==> config.mk <==
export PLATFORM = sky130hd
export DESIGN_NAME = goboard_7seg_decode
export DESIGN_NICKNAME = d
export VERILOG_FILES = /design/src/rtl/goboard_7seg_decode.sv
export SDC_FILE = /design/constraint.sdc
export NUM_CORES = 1
export LEC_CHECK = 0
export ABC_AREA = 1
export CORE_AREA = 2 2 64 91
export DETAILED_ROUTE_END_ITERATION = 12
export DIE_AREA = 0 0 66 93
export GPL_TIMING_DRIVEN = 0
export PLACE_DENSITY = 0.72
export SKIP_CTS_REPAIR_TIMING = 1
export SYNTH_ARGS = -nofsm -noshare
export SYNTH_HDL_FRONTEND = slang
export SYNTH_SLANG_ARGS = --single-unit
==> constraint.sdc <==
create_clock -name clk -period 1.7 [get_ports clk]
set_clock_uncertainty 0.1 [all_clocks]
set_input_delay 0.34 -clock clk [delete_from_list [all_inputs] [get_ports clk]]
set_output_delay 0.34 -clock clk [all_outputs]
set_load 0.01 [all_outputs]
==> src/rtl/goboard_7seg_decode.sv <==
// Recovers hex digits from seven active-low segment lines. Each line is synchronised, the pattern is debounced, then decoded.
// Latency is STABLE_CYCLES+3 clocks from pin change to output. Results use a valid/ready handshake, and an unaccepted digit is overwritten and flagged.
module goboard_7seg_decode #(
    parameter int STABLE_CYCLES = 12000,
    parameter int CNT_W         = $clog2(STABLE_CYCLES)
) (
    input  logic       clk,
    input  logic       rst_n,
    input  logic       ledA_i,
    input  logic       ledB_i,
    input  logic       ledC_i,
    input  logic       ledD_i,
    input  logic       ledE_i,
    input  logic       ledF_i,
    input  logic       ledG_i,
    output logic [3:0] value_o,
    output logic       valid_o,
    input  logic       ready_i,
    output logic       blank_o,
    output logic       error_o,
    output logic       overrun_o
);

    localparam logic [CNT_W-1:0] CNT_MAX = CNT_W'(STABLE_CYCLES - 1);

    typedef enum logic {SETTLING, STABLE} state_t;

    logic [6:0]       pins, sync1, sync2, seg;
    logic [6:0]       cand, last;
    logic [CNT_W-1:0] cnt;
    state_t           state, state_nxt;
    logic             settle, act;
    logic             dec_legal;
    logic [3:0]       dec_digit;

    assign pins = {ledA_i, ledB_i, ledC_i, ledD_i, ledE_i, ledF_i, ledG_i};
    assign seg  = ~sync2;

    // Reset to all-high so an idle display reads as blank, matching cand/last.
    always_ff @(posedge clk or negedge rst_n) begin
        if (!rst_n) begin
            sync1 <= '1;
            sync2 <= '1;
        end else begin
            sync1 <= pins;
            sync2 <= sync1;
        end
    end

    always_ff @(posedge clk or negedge rst_n) begin
        if (!rst_n) begin
            state <= STABLE;
        end else begin
            state <= state_nxt;
        end
    end

    always_comb begin
        state_nxt = state;
        settle    = 1'b0;
        if (seg != cand) begin
            state_nxt = SETTLING;
        end else if (state == SETTLING && cnt == CNT_MAX) begin
            state_nxt = STABLE;
            settle    = 1'b1;
        end
    end

    always_ff @(posedge clk or negedge rst_n) begin
        if (!rst_n) begin
            cand <= '0;
            cnt  <= '0;
        end else if (seg != cand) begin
            cand <= seg;
            cnt  <= '0;
        end else if (state == SETTLING && cnt != CNT_MAX) begin
            cnt <= cnt + 1'b1;
        end
    end

    always_comb begin
        dec_legal = 1'b1;
        dec_digit = 4'h0;
        case (cand)
            7'b1111110: dec_digit = 4'h0;
            7'b0110000: dec_digit = 4'h1;
            7'b1101101: dec_digit = 4'h2;
            7'b1111001: dec_digit = 4'h3;
            7'b0110011: dec_digit = 4'h4;
            7'b1011011: dec_digit = 4'h5;
            7'b1011111: dec_digit = 4'h6;
            7'b1110000: dec_digit = 4'h7;
            7'b1111111: dec_digit = 4'h8;
            7'b1111011: dec_digit = 4'h9;
            7'b1110111: dec_digit = 4'hA;
            7'b0011111: dec_digit = 4'hB;
            7'b1001110: dec_digit = 4'hC;
            7'b0111101: dec_digit = 4'hD;
            7'b1001111: dec_digit = 4'hE;
            7'b1000111: dec_digit = 4'hF;
            default:    dec_legal = 1'b0;
        endcase
    end

    // A glitch that settles back onto the previously reported pattern is ignored.
    assign act = settle && (cand != last);

    always_ff @(posedge clk or negedge rst_n) begin
        if (!rst_n) begin
            last      <= '0;
            value_o   <= '0;
            valid_o   <= 1'b0;
            blank_o   <= 1'b1;
            error_o   <= 1'b0;
            overrun_o <= 1'b0;
        end else begin
            error_o   <= 1'b0;
            overrun_o <= 1'b0;
            if (act) begin
                last <= cand;
            end
            if (act && dec_legal) begin
                value_o   <= dec_digit;
                valid_o   <= 1'b1;
                blank_o   <= 1'b0;
                overrun_o <= valid_o && !ready_i;
            end else begin
                if (valid_o && ready_i) begin
                    valid_o <= 1'b0;
                end
                if (act && cand == 7'b0000000) begin
                    blank_o <= 1'b1;
                end else if (act) begin
                    error_o <= 1'b1;
                    blank_o <= 1'b0;
                end
            end
        end
    end

endmodule

; Yosys cells after proc, flatten, opt, wreduce, memory -nomap -nowiden
; Cells that the tools add are included.
[classes]
add_sub_neg = 1
eq_ne = 20
n_mux = 17
n_bitwise = 2
reduce_logical = 14
[op_table]
columns = op, count
row1 = == test 7 bit (second input constant), 12
row2 = one-hot mux 4 bit (15 select lines), 1
row3 = two-way mux 14 bit, 2
row4 = == test 7 x 6 -> 1 bit (second input constant), 3
row5 = OR reduction 16 bit, 1
row6 = adder 14 x 1 -> 14 bit (second input constant), 1
row7 = == test 14 bit (second input constant), 1
row8 = two-way mux 1 bit, 14
row9 = inequality test 14 bit (second input constant), 1
row10 = inequality test 7 bit, 2
row11 = == test 7 x 5 -> 1 bit (second input constant), 1
row12 = logical AND 1 bit, 7
row13 = logical NOT 7 bit, 1
row14 = NOT 7 bit, 1
row15 = nonzero test 2 bit, 3
row16 = nonzero test 3 bit, 1
row17 = logical NOT 1 bit, 1
row18 = NOT 1 bit, 1
[word_totals]
register_bits = 51
inputBits = 10
out_inout_bits = 8
elab_cells = 65

; Logic depth before layout (Yosys ltp)
[depth]
ltp_word = 8
ltp_mapped = 12
ltp_nobuf = 11

; Worst setup path after synthesis
; Ideal clock, no wire load.
[synth_timing]
path_kind = register -> register
startpoint = register cnt[0]
endpoint = register last[6]
setup_time_ps = 119
t_arrival_ps = 1376
required_time_ps = 1481
setup_slack_ps = 105
stages_incl_launch_ff = 10
path_buffers = 1
synth_period_minus_slack_ps = 1595
path_cell_list = dfrtp_1 ha_1 nand3_1 nor2_1 nand2_1 nor2_2 nand3_4 buf_6 nand2_1 o21ai_2
[synth_between]
elab_chain_len = 5
[synth_lines]
columns = item, line_no
row1 = start: declaration, 30  ; logic [CNT_W-1:0] cnt;
row2 = start signal: assignment, 77  ; cnt <= cnt + 1'b1;
row3 = == test 14 bit, 63  ; end else if (state == SETTLING && cnt == CNT_MAX) begin
row4 = logical AND 1 bit, 63
row5 = two-way mux 1 bit, 63
row6 = two-way mux 1 bit, 61  ; if (seg != cand) begin
row7 = logical AND 1 bit, 106  ; assign act = settle && (cand != last);
row8 = end signal: assignment, 120  ; last <= cand;
row9 = end: declaration, 29  ; logic [6:0] cand, last;
; No other way between the ends.
; A chain may end at the register's enable or synchronous reset.

; Worst setup path in the final report
[layout_timing]
startpoint = register cnt[1]
endpoint = register last[4]
; Same word-level chain as after synthesis.

==> flow_summary.toml <==
[critical_path]
slowest_delay_ns = 0.42
crit_type = "flip-flop to flip-flop"
reg2reg_setup_slack_ns = -0.1
critical_path.top_delay_family = "simple AND/OR/NAND/NOR gates"
start_kind = "flip-flop"
critPathSlowestCell = "dfrtp_1"
cp_data_required_time_ns = 1.81
worstPathArrival_ns = 1.91
cpMostUsedCell = "nand2_2"
reg2reg_from = "cnt[1]"
end_kind = "flip-flop"
critPathBufInv = 1
crit_chain = "ha_4 > nand3_2 > nor2_1 > nand2_2 > nor2_2 > nand3_4 > buf_6 > nand2_2 > o21ai_2"
rr_worst_depth = 9
path_max_fanout = 6
r2r_end = "last[4]"

[final_layout]
drive_gt1_share_pct = 30.2
syn2layout_area_growth_pct = 25.4
final_common_cell = "nand2_1"
multi_input_area_um2 = 1260
final_cell_mix = "nand2_1 (94), nor2_1 (41), dfrtp_1 (29), inv_1 (28), nand3_1 (18)"
fin_nets = 377
diodes = 0
ff_latch_area_um2 = 1300
num-fill-cells = 486

[outcome]
violations = "negative setup slack"
outcome = "finished with violations"

[clocking]
cts_tree = "yes"
cts_sinks = 51
clk_latency_ns = 0.31
clk_pin_slew_worst_paths_ns = 0.10
htree_levels = 2
clockRootBuffer = "clkbuf_8"
cts.path.max_buffers = 2
cts_buffers = 5

[die]
die_x_um = 66
die_area_um2 = 6140
core_region_area_um2 = 5370
die_y_um = 93
io-pin-count = 18
row_count = 32
start_util_pct = 48.1

[timing]
slew_violations = 0
period_share_pct = 106
fin_crit_ns = 1.80
fin_ws_ns = -0.0971
fmaxAchievable_mhz = 556
finalSetupViolations = 14
rsz0062_at_grt = "true"
hold_slack_ns = 0.261
max_slew.worst_pin.slew_ns = 0.622
relSlewSlack_pct = 58.1
hold_viol = 0
tns_ns = -0.810

[worst_hold_path]
worstHoldStart = "sync1[1]"
min-delay-path-class = "flip-flop to flip-flop"
hold_depth = 0
holdPathEnd = "sync2[1]"

[detailed_routing]
firstDrtPassIters = 4
wl_per_cell_um = 11.8
wl_um = 5150
via_per_inst = 4.95
vias = 2152
ant_nets = 0
drc = 0
dr.first_iter.drc_count = 92

[power_and_ir_drop]
cellPowerDensity_nw_per_um2 = 698
finalPower_mw = 2.26
peakVddDrop_mv = 0.675
p_leak_nw = 1.53

[flow_run]
maxCapViolCount = 0

[logic_synthesis]
yosys_register_bits = 51
synth_area_leaders = "dfrtp_1 (34%), nand2_1 (17%), dfstp_2 (16%), nor2_1 (7.3%), inv_1 (4.9%)"
synthCells = 334
yosysSeqAreaShare_pct = 50.2
ys_types = 30
post-synth-top-area-fraction_pct = 33.9
syn_area_um2 = 2580
synth.avg_cell_area_um2 = 7.73
synth.largest_area_cell = "dfrtp_1"
yosysWarningCount = 0
syn_nets = 345

[grt]
track_usage_pct = 17.0
grt_max_degree = 35
grt_pass1_wl_um = 8160
grt_pass1_vias = 1908
overflow = 0
grt_antenna_before_repair = 0

[placement]
place_hpwl_um = 3570
gp_congestion = 0.899
port_buffers = 17
-- cells by family after synthesis --
kind of cell | after synthesis | share of synthesized area (%)
compound gates | 22 | 5.23
xor+xnor | 6 | 2.03
fa+ha+maj | 1 | 0.484
buf+inv | 47 | 7.46
flops | 51 | 50.2
simple gates | 207 | 34.6
-- report_power, final --
| part | internal [mW] | leakage [nW] | total (mW) | switching (mW) |
|---|---|---|---|---|
| clock network | 0.313 | 0.0519 | 0.770 | 0.457 |
| logic | 0.0822 | 0.844 | 0.189 | 0.107 |
| registers | 1.26 | 0.633 | 1.30 | 0.0350 |
-- registers in the layout (all words and copies together), names as in the netlist --
signal,cells
state,1
sync1,7
error_o,1
cnt,14
overrun_o,1
value_o,4
blank_o,1
cand,7
valid_o,1
sync2,7
last,7
-- cell type report --
cell class                      instances  area share, %
Buffer                                  4           1.43
Clock buffer                            5           2.13
Clock inverter                          3           1.04
Inverter                               43           5.22
Multi-Input combinational cell        236           39.0
Sequential cell                        51           40.3
Tap cell                               68           2.63
Timing Repair Buffer                   25           8.27
-- routing by layer --
layer / wire (µm) / share of wire [%] / track usage (%)
met5: 0 / 0 / 0
met4: 82 / 1.6 / 6.46
met3: 170 / 3.3 / 3.25
met2: 2800 / 54 / 30.0
met1: 2100 / 41 / 20.2
-- cells in the mapped netlist (all sizes together) --
master  instances
o21bai          1
clkinv          1
nand4           4
dfrtp          35
nor3            6
buf             4
ha              1
nand2         115
nor4            1
nor2           54
o21ai          14
nor3b           2
a21oi           7
nand3b          3
nand3          21
inv            42
dfstp          16
and3            1
xor2            6
-- worst max path at each step --
stage                start  cells after the start  slack [ns]  endpoint
floorplan           cnt[0]                      9        0.10   last[6]
global placement     rst_n                      1       -1.26    cnt[6]
detailed placement  cnt[0]                      9       -0.09   last[6]
CTS                 cnt[0]                      9       -0.13   last[6]
global route        cnt[1]                      8       -0.23   error_o
finish              cnt[1]                      9        -0.1   last[4]
-- stage by stage --
step | instance area (µm²) | std cells | worst slack, ns | util (%)
finish | 3240 | 435 | -0.0971 | 60.4
floorplan | 2580 | 334 | 0.105 | -
global route | 3240 | 435 | -0.232 | 60.4
CTS | 2960 | 428 | -0.128 | 55.1
global placement | 2840 | 419 | -1.26 | 52.9
detailed placement | 2850 | 420 | -0.0904 | 53.2
Power figures use the tool's default switching activity.
